`src/rtl/zoom_hdmi_pkg.sv`:
```
// Shared definitions for the zoom-to-HDMI output path: FSM encoding,
// default 720p timing and RGB field layout.
package zoom_hdmi_pkg;

  typedef enum logic [1:0] {
    IDLE      = 2'd0,
    WAIT_FILL = 2'd1,
    RUN       = 2'd2
  } state_t;

  localparam int CNT_W = 12;
  localparam int PIX_W = 24;
  localparam int CH_W  = 8;
  localparam int R_LSB = 16;
  localparam int G_LSB = 8;
  localparam int B_LSB = 0;

  localparam int DEF_H_ACTIVE = 1280;
  localparam int DEF_H_FP     = 110;
  localparam int DEF_H_SYNC   = 40;
  localparam int DEF_H_BP     = 220;
  localparam int DEF_V_ACTIVE = 720;
  localparam int DEF_V_FP     = 5;
  localparam int DEF_V_SYNC   = 5;
  localparam int DEF_V_BP     = 20;

  function automatic logic in_win(input logic [CNT_W-1:0] c,
                                  input logic [CNT_W-1:0] lo,
                                  input logic [CNT_W-1:0] hi);
    return (c >= lo) && (c < hi);
  endfunction

endpackage

```
`src/rtl/zoom_hdmi_delay_line.sv`:
```
// Fixed-depth register shift line; aligns timing flags with FIFO read latency.
module zoom_hdmi_delay_line #(
  parameter int WIDTH = 4,
  parameter int DEPTH = 2
) (
  input  logic             clk,
  input  logic             rst_n,
  input  logic [WIDTH-1:0] din,
  output logic [WIDTH-1:0] dout
);

  logic [WIDTH-1:0] stage_p [DEPTH];

  always_ff @(posedge clk or negedge rst_n) begin
    if (!rst_n) begin
      for (int i = 0; i < DEPTH; i++) stage_p[i] <= '0;
    end else begin
      stage_p[0] <= din;
      for (int i = 1; i < DEPTH; i++) stage_p[i] <= stage_p[i-1];
    end
  end

  assign dout = stage_p[DEPTH-1];

endmodule

```
`src/rtl/zoom_hdmi_timing_gen.sv`:
```
// HDMI timing generator reading pixels from the zoom FIFO; realigns FIFO
// data with delayed sync/DE and flags pixels lost to FIFO underflow.
module zoom_hdmi_timing_gen
  import zoom_hdmi_pkg::*;
#(
  parameter int H_ACTIVE = DEF_H_ACTIVE,
  parameter int H_FP     = DEF_H_FP,
  parameter int H_SYNC   = DEF_H_SYNC,
  parameter int H_BP     = DEF_H_BP,
  parameter int V_ACTIVE = DEF_V_ACTIVE,
  parameter int V_FP     = DEF_V_FP,
  parameter int V_SYNC   = DEF_V_SYNC,
  parameter int V_BP     = DEF_V_BP,
  parameter bit HS_POL   = 1'b1,
  parameter bit VS_POL   = 1'b1,
  parameter int RD_LAT   = 2
) (
  input  logic        clk,
  input  logic        rst_n,
  input  logic        enable,
  input  logic [23:0] fifo_rd_data,
  input  logic        fifo_rd_empty,
  input  logic        fifo_almost_full,
  output logic        fifo_rd_en,
  output logic        vid_hs,
  output logic        vid_vs,
  output logic        vid_de,
  output logic [23:0] vid_data,
  output logic        frame_start,
  output logic        underflow,
  output logic        underflow_sticky
);

  localparam logic [CNT_W-1:0] H_ACT    = CNT_W'(H_ACTIVE);
  localparam logic [CNT_W-1:0] H_HS_LO  = CNT_W'(H_ACTIVE + H_FP);
  localparam logic [CNT_W-1:0] H_HS_HI  = CNT_W'(H_ACTIVE + H_FP + H_SYNC);
  localparam logic [CNT_W-1:0] H_TOT_M1 = CNT_W'(H_ACTIVE + H_FP + H_SYNC + H_BP - 1);
  localparam logic [CNT_W-1:0] V_ACT    = CNT_W'(V_ACTIVE);
  localparam logic [CNT_W-1:0] V_VS_LO  = CNT_W'(V_ACTIVE + V_FP);
  localparam logic [CNT_W-1:0] V_VS_HI  = CNT_W'(V_ACTIVE + V_FP + V_SYNC);
  localparam logic [CNT_W-1:0] V_TOT_M1 = CNT_W'(V_ACTIVE + V_FP + V_SYNC + V_BP - 1);

  state_t           state_p0;
  logic [CNT_W-1:0] h_cnt_p0;
  logic [CNT_W-1:0] v_cnt_p0;

  logic h_last, v_last, run, de_i, hs_i, vs_i, to_idle;
  logic de_dly, hs_dly, vs_dly, vld_dly;

  assign run         = (state_p0 == RUN);
  assign h_last      = (h_cnt_p0 == H_TOT_M1);
  assign v_last      = (v_cnt_p0 == V_TOT_M1);
  assign de_i        = run && (h_cnt_p0 < H_ACT) && (v_cnt_p0 < V_ACT);
  assign hs_i        = run && in_win(h_cnt_p0, H_HS_LO, H_HS_HI);
  assign vs_i        = run && in_win(v_cnt_p0, V_VS_LO, V_VS_HI);
  assign fifo_rd_en  = de_i && !fifo_rd_empty;
  assign frame_start = run && (h_cnt_p0 == '0) && (v_cnt_p0 == '0);
  assign to_idle     = ((state_p0 == WAIT_FILL) && !enable) ||
                       (run && h_last && v_last && !enable);

  // Stage 0: run control and raster counters; stopping only at the last
  // cycle of a frame keeps counters at (0,0) whenever RUN is entered.
  always_ff @(posedge clk or negedge rst_n) begin
    if (!rst_n) begin
      state_p0 <= IDLE;
      h_cnt_p0 <= '0;
      v_cnt_p0 <= '0;
    end else begin
      case (state_p0)
        IDLE: begin
          h_cnt_p0 <= '0;
          v_cnt_p0 <= '0;
          if (enable) state_p0 <= WAIT_FILL;
        end
        WAIT_FILL: begin
          if (!enable)               state_p0 <= IDLE;
          else if (fifo_almost_full) state_p0 <= RUN;
        end
        RUN: begin
          if (h_last) begin
            h_cnt_p0 <= '0;
            if (v_last) begin
              v_cnt_p0 <= '0;
              if (!enable) state_p0 <= IDLE;
            end else begin
              v_cnt_p0 <= v_cnt_p0 + 1'b1;
            end
          end else begin
            h_cnt_p0 <= h_cnt_p0 + 1'b1;
          end
        end
        default: state_p0 <= IDLE;
      endcase
    end
  end

  // Stages 1..RD_LAT: timing flags wait for the FIFO read data
  zoom_hdmi_delay_line #(
    .WIDTH (4),
    .DEPTH (RD_LAT)
  ) u_dly (
    .clk   (clk),
    .rst_n (rst_n),
    .din   ({de_i, hs_i, vs_i, fifo_rd_en}),
    .dout  ({de_dly, hs_dly, vs_dly, vld_dly})
  );

  // Output stage: skipped reads show as black pixels with an underflow pulse
  always_ff @(posedge clk or negedge rst_n) begin
    if (!rst_n) begin
      vid_de           <= 1'b0;
      vid_hs           <= ~HS_POL;
      vid_vs           <= ~VS_POL;
      vid_data         <= '0;
      underflow        <= 1'b0;
      underflow_sticky <= 1'b0;
    end else begin
      vid_de    <= de_dly;
      vid_hs    <= hs_dly ? HS_POL : ~HS_POL;
      vid_vs    <= vs_dly ? VS_POL : ~VS_POL;
      vid_data  <= vld_dly ? {fifo_rd_data[R_LSB +: CH_W],
                              fifo_rd_data[G_LSB +: CH_W],
                              fifo_rd_data[B_LSB +: CH_W]} : '0;
      underflow <= de_dly && !vld_dly;
      if (to_idle)                  underflow_sticky <= 1'b0;
      else if (de_dly && !vld_dly)  underflow_sticky <= 1'b1;
    end
  end

endmodule

```
`config.mk`:
```
export PLATFORM = sky130hd
export DESIGN_NAME = zoom_hdmi_timing_gen
export DESIGN_NICKNAME = d
export VERILOG_FILES = /design/src/rtl/zoom_hdmi_pkg.sv /design/src/rtl/zoom_hdmi_delay_line.sv /design/src/rtl/zoom_hdmi_timing_gen.sv
export SDC_FILE = /design/constraint.sdc
export NUM_CORES = 1
export LEC_CHECK = 0
export ABC_AREA = 1
export CORE_ASPECT_RATIO = 0.5
export CORE_MARGIN = 4
export CORE_UTILIZATION = 35
export CTS_CLUSTER_SIZE = 12
export DETAILED_ROUTE_END_ITERATION = 8
export GPL_TIMING_DRIVEN = 0
export PLACE_DENSITY = 0.58
export SYNTH_ARGS = -nofsm -noshare
export SYNTH_HDL_FRONTEND = slang
export SYNTH_HIERARCHICAL = 1
export SYNTH_SLANG_ARGS = --single-unit
```
`constraint.sdc`:
```
create_clock -name clk -period 1.4 [get_ports clk]
set_clock_uncertainty 0.1 [all_clocks]
set_input_delay 0.21 -clock clk [delete_from_list [all_inputs] [get_ports clk]]
set_output_delay 0.21 -clock clk [all_outputs]
set_load 0.05 [all_outputs]
```
==> results.ini <==
[run_status]
outcome = complete, but fails checks
failed_checks = negative setup slack

[global_routing]
grt_start_max_net_pins = 64
grt_pass1_wl_um = 13200
grt_pass1_vias = 2727
grt_usage = 0.161
grt_antenna_before_repair = 0
globalRouteOverflowTotal = 0

[logic_synthesis]
synth_enable_flop_cells = 0
part_of_the_yosys_area_used_for_sequential_elements = 0.511
syn-cell-area_um2 = 3080
ys_warn_count = 6
ys_types = 31
syn_inst = 380
synth_fp_nets = 416
synth_seq_cells = 63
ys.flop_type = sky130_fd_sc_hd__dfrtp_1
synthesized_area_divided_by_synthesized_cell_count_um2 = 8.11
synthArstFlopShare = 1.00

[job]
max_cap_violations = 0

[routing]
postRouteWirelength_um = 8140
via_count = 2783
detail_route.iter0.violations = 132
vias_per_cell = 4.58
routedWlPerCell_um = 13.4
drt_pre_antenna_iters = 5
drc_viols = 0
drtAntennaViolNets = 0

[power_and_ir_drop]
power_leakage_nw = 2.37
power_density_nw_per_um2 = 1650
vdd_drop_max_uv = 804

[critical_path]
worst_setup_path_end_kind = output port
critical_path_peak_fanout = 7
cp_cell_sequence = nor2_4 > inv_4 > nor2_1 > nand4_1 > nor3_4 > buf_6
reg2reg_from = h_cnt_p0[0]$_DFFE_PN0P_
worstSetupPathType = reg2out
ff2ff_path_depth = 13
cp_data_arrival_time_ns = 1.62
worst_path_largest_cell_delay_ns = 0.42
worst_setup_path_startpoint = state_p0[0]$_DFFE_PN0P_
r2r_setup_slack_ns = -0.43
timing.critical_path.from_type = register
crit-reg2reg-capture = v_cnt_p0[5]$_DFFE_PN0P_
worstSetupEndpoint = fifo_rd_en
critical-path-slowest-cell = sky130_fd_sc_hd__dfrtp_2
worst-endpoint-required_ns = 1.09

[timing]
endpoints_failing_setup = 29
final.period_utilization = 1.38
grt_setup_unrepaired = true
max_slew_margin = 0.473
max_clock_freq_mhz = 519
timing.final.ws_setup_ns = -0.527
period_minus_slack_ns = 1.93
setup_total_negative_slack_ns = -9.31
report.final.slew_viol_count = 0
hold_ws_ns = 0.246
finalHoldViolCount = 0
worstMarginPinSlew_ns = 0.791

[clock_tree]
h_tree_level_count = 3
clock_latency_ns = 0.33
max-clock-path-buffers = 2
cts_num_sinks = 63
numCtsBuffers = 9
clock_pin_slew_on_the_worst_setup_and_hold_paths_ns = 0.05
root_buffer_master = sky130_fd_sc_hd__clkbuf_16
cts_tree = yes

[placement]
port_buffers = 59
number_of_placed_instances_taps_included = 551
dpl_cell_area_um2 = 3860
routabilityCongestion = 0.864
dp_slack_ns = -1.04
hpwlAfterDp_um = 5130

[worst_hold_path]
worst_hold_path.num_cells = 0
hold_path_class = reg2reg

[floorplan]
floorplan_core_area_um2 = 8290
dieArea_um2 = 10500
die_h_um = 74.4
initial_cell_density_of_the_core = 0.372
placementRows = 23
die_w_um = 141
io_pins = 60

[cells_and_area]
syn_to_final_growth_pct = 60.7
design.final.nets = 527
summed_area_of_non_filler_cells_in_the_final_layout_um2 = 4950
antenna_cells = 0
finalNonFillerCells = 608
post_route_cells_drive_above_1_share = 0.389

-- worst max-delay path: cells and delay by family, from the launching register on --
family                 cells  cell delay, ns
DFF                        1            0.42
buffers and inverters      2            0.26
and+or+nand+nor            4            0.61
-- logic make-up after synthesis --
logic type	count (synthesis)	synth area share
adder cells (fa/ha/maj)	7	0.0284
buffers and inverters	74	0.102
AND/OR/NAND/NOR	196	0.280
XOR/XNOR	8	0.0227
flip-flops	63	0.511
AO/OA/AOI/OAI	32	0.0560
-- Yosys cell counts (all sizes together) (6+ instances only) --
cell   instances  share of area
buf           10          0.024
nor3          12          0.021
o21ai         18          0.029
a21oi          7          0.011
ha             7          0.028
dfrtp         63           0.51
nand2        109           0.14
xor2           6          0.017
nand3         26          0.044
nand4          7          0.014
nor2          39          0.055
inv           60          0.073
-- state kept, by name (all words and copies together) (netlist names) --
signal / count
vid_de: 1
underflow_sticky: 1
vid_hs: 1
u_dly/stage_p: 4
h_cnt_p0: 12
v_cnt_p0: 12
u_dly/dout: 4
underflow: 1
vid_data: 24
vid_vs: 1
state_p0: 2
-- layout by cell type (no fill, tap or decap), types with 3 or more instances in the layout --
cell / Yosys / final
sky130_fd_sc_hd__a21oi_1: 7 / 3
sky130_fd_sc_hd__a31oi_1: 3 / 3
sky130_fd_sc_hd__buf_2: 4 / 3
sky130_fd_sc_hd__buf_4: 4 / 29
sky130_fd_sc_hd__buf_6: 2 / 18
sky130_fd_sc_hd__clkbuf_16: 0 / 9
sky130_fd_sc_hd__clkdlybuf4s15_2: 0 / 28
sky130_fd_sc_hd__clkdlybuf4s50_1: 0 / 27
sky130_fd_sc_hd__clkinv_2: 1 / 3
sky130_fd_sc_hd__dfrtp_1: 63 / 53
sky130_fd_sc_hd__dfrtp_2: 0 / 10
sky130_fd_sc_hd__ha_4: 0 / 5
sky130_fd_sc_hd__inv_1: 56 / 46
sky130_fd_sc_hd__inv_2: 4 / 10
sky130_fd_sc_hd__inv_4: 0 / 3
sky130_fd_sc_hd__nand2_1: 105 / 89
sky130_fd_sc_hd__nand2_2: 2 / 14
sky130_fd_sc_hd__nand2_4: 2 / 4
sky130_fd_sc_hd__nand3_1: 25 / 14
sky130_fd_sc_hd__nand3_2: 1 / 11
sky130_fd_sc_hd__nand4_1: 7 / 7
sky130_fd_sc_hd__nor2_1: 34 / 27
sky130_fd_sc_hd__nor2_2: 3 / 6
sky130_fd_sc_hd__nor2_4: 2 / 6
sky130_fd_sc_hd__nor3_1: 11 / 7
sky130_fd_sc_hd__nor3_2: 1 / 4
sky130_fd_sc_hd__o21ai_0: 16 / 5
sky130_fd_sc_hd__o21ai_1: 2 / 9
sky130_fd_sc_hd__o21ai_2: 0 / 4
sky130_fd_sc_hd__xor2_1: 6 / 6
-- routing by layer --
layer  vias up  wire length (µm)  part of all wire  track usage
met5         -                 0                 0            0
met4         0                93             0.011       0.0591
met3         8               468             0.057       0.0456
met2        77              3650              0.45        0.248
met1      1289              3930              0.48        0.220
li1       1409                 -                 -            -
-- stage by stage --
stage           util  power (W)
3_3_place_gp   0.466    0.00475
4_1_cts        0.567    0.00786
6_report       0.598    0.00816
5_1_grt        0.598    0.00855
3_5_place_dp   0.466    0.00476
2_1_floorplan      -    0.00394
-- worst min path at each step --
| stage | from | endpoint | slack [ns] |
|---|---|---|---|
| final | u_dly/stage_p[4]$_DFF_PN0_ | u_dly/dout[0]$_DFF_PN0_ | 0.25 |
| after global routing | u_dly/stage_p[4]$_DFF_PN0_ | u_dly/dout[0]$_DFF_PN0_ | 0.26 |
| after CTS | u_dly/stage_p[4]$_DFF_PN0_ | u_dly/dout[0]$_DFF_PN0_ | 0.25 |
| after detailed placement | u_dly/stage_p[4]$_DFF_PN0_ | u_dly/dout[0]$_DFF_PN0_ | 0.23 |
| after global placement | u_dly/stage_p[7]$_DFF_PN0_ | u_dly/dout[3]$_DFF_PN0_ | 0.23 |
| after floorplan | rst_n | h_cnt_p0[0]$_DFFE_PN0P_ | -0.19 |
-- where the power goes --
| part | internal [W] | switching [W] |
|---|---|---|
| Clock | 0.00137 | 0.000812 |
| Combinational | 0.00154 | 0.00223 |
| Sequential | 0.00210 | 0.000109 |
-- final cells by class --
type                            count  area, µm²
Buffer                             13       95.1
Inverter                           61        256
Tap cell                          112        140
Fill cell                         676       3330
Timing Repair Buffer              100       1030
Clock inverter                      6       61.3
Sequential cell                    63       1590
Multi-Input combinational cell    243       1560
Clock buffer                       10        229
-- what timing repair did --
item / CTS / global route
pin swaps: 26 / 16
hold endpoints to repair: 63 / 0
setup buffers: 28 / 15
gates resized for setup: 178 / 53
cloned: 1 / 0
endpoints found under the setup margin: 58 / 54
hold buffers: 1 / 0
No activity file was read; power rests on OpenSTA's default activity.
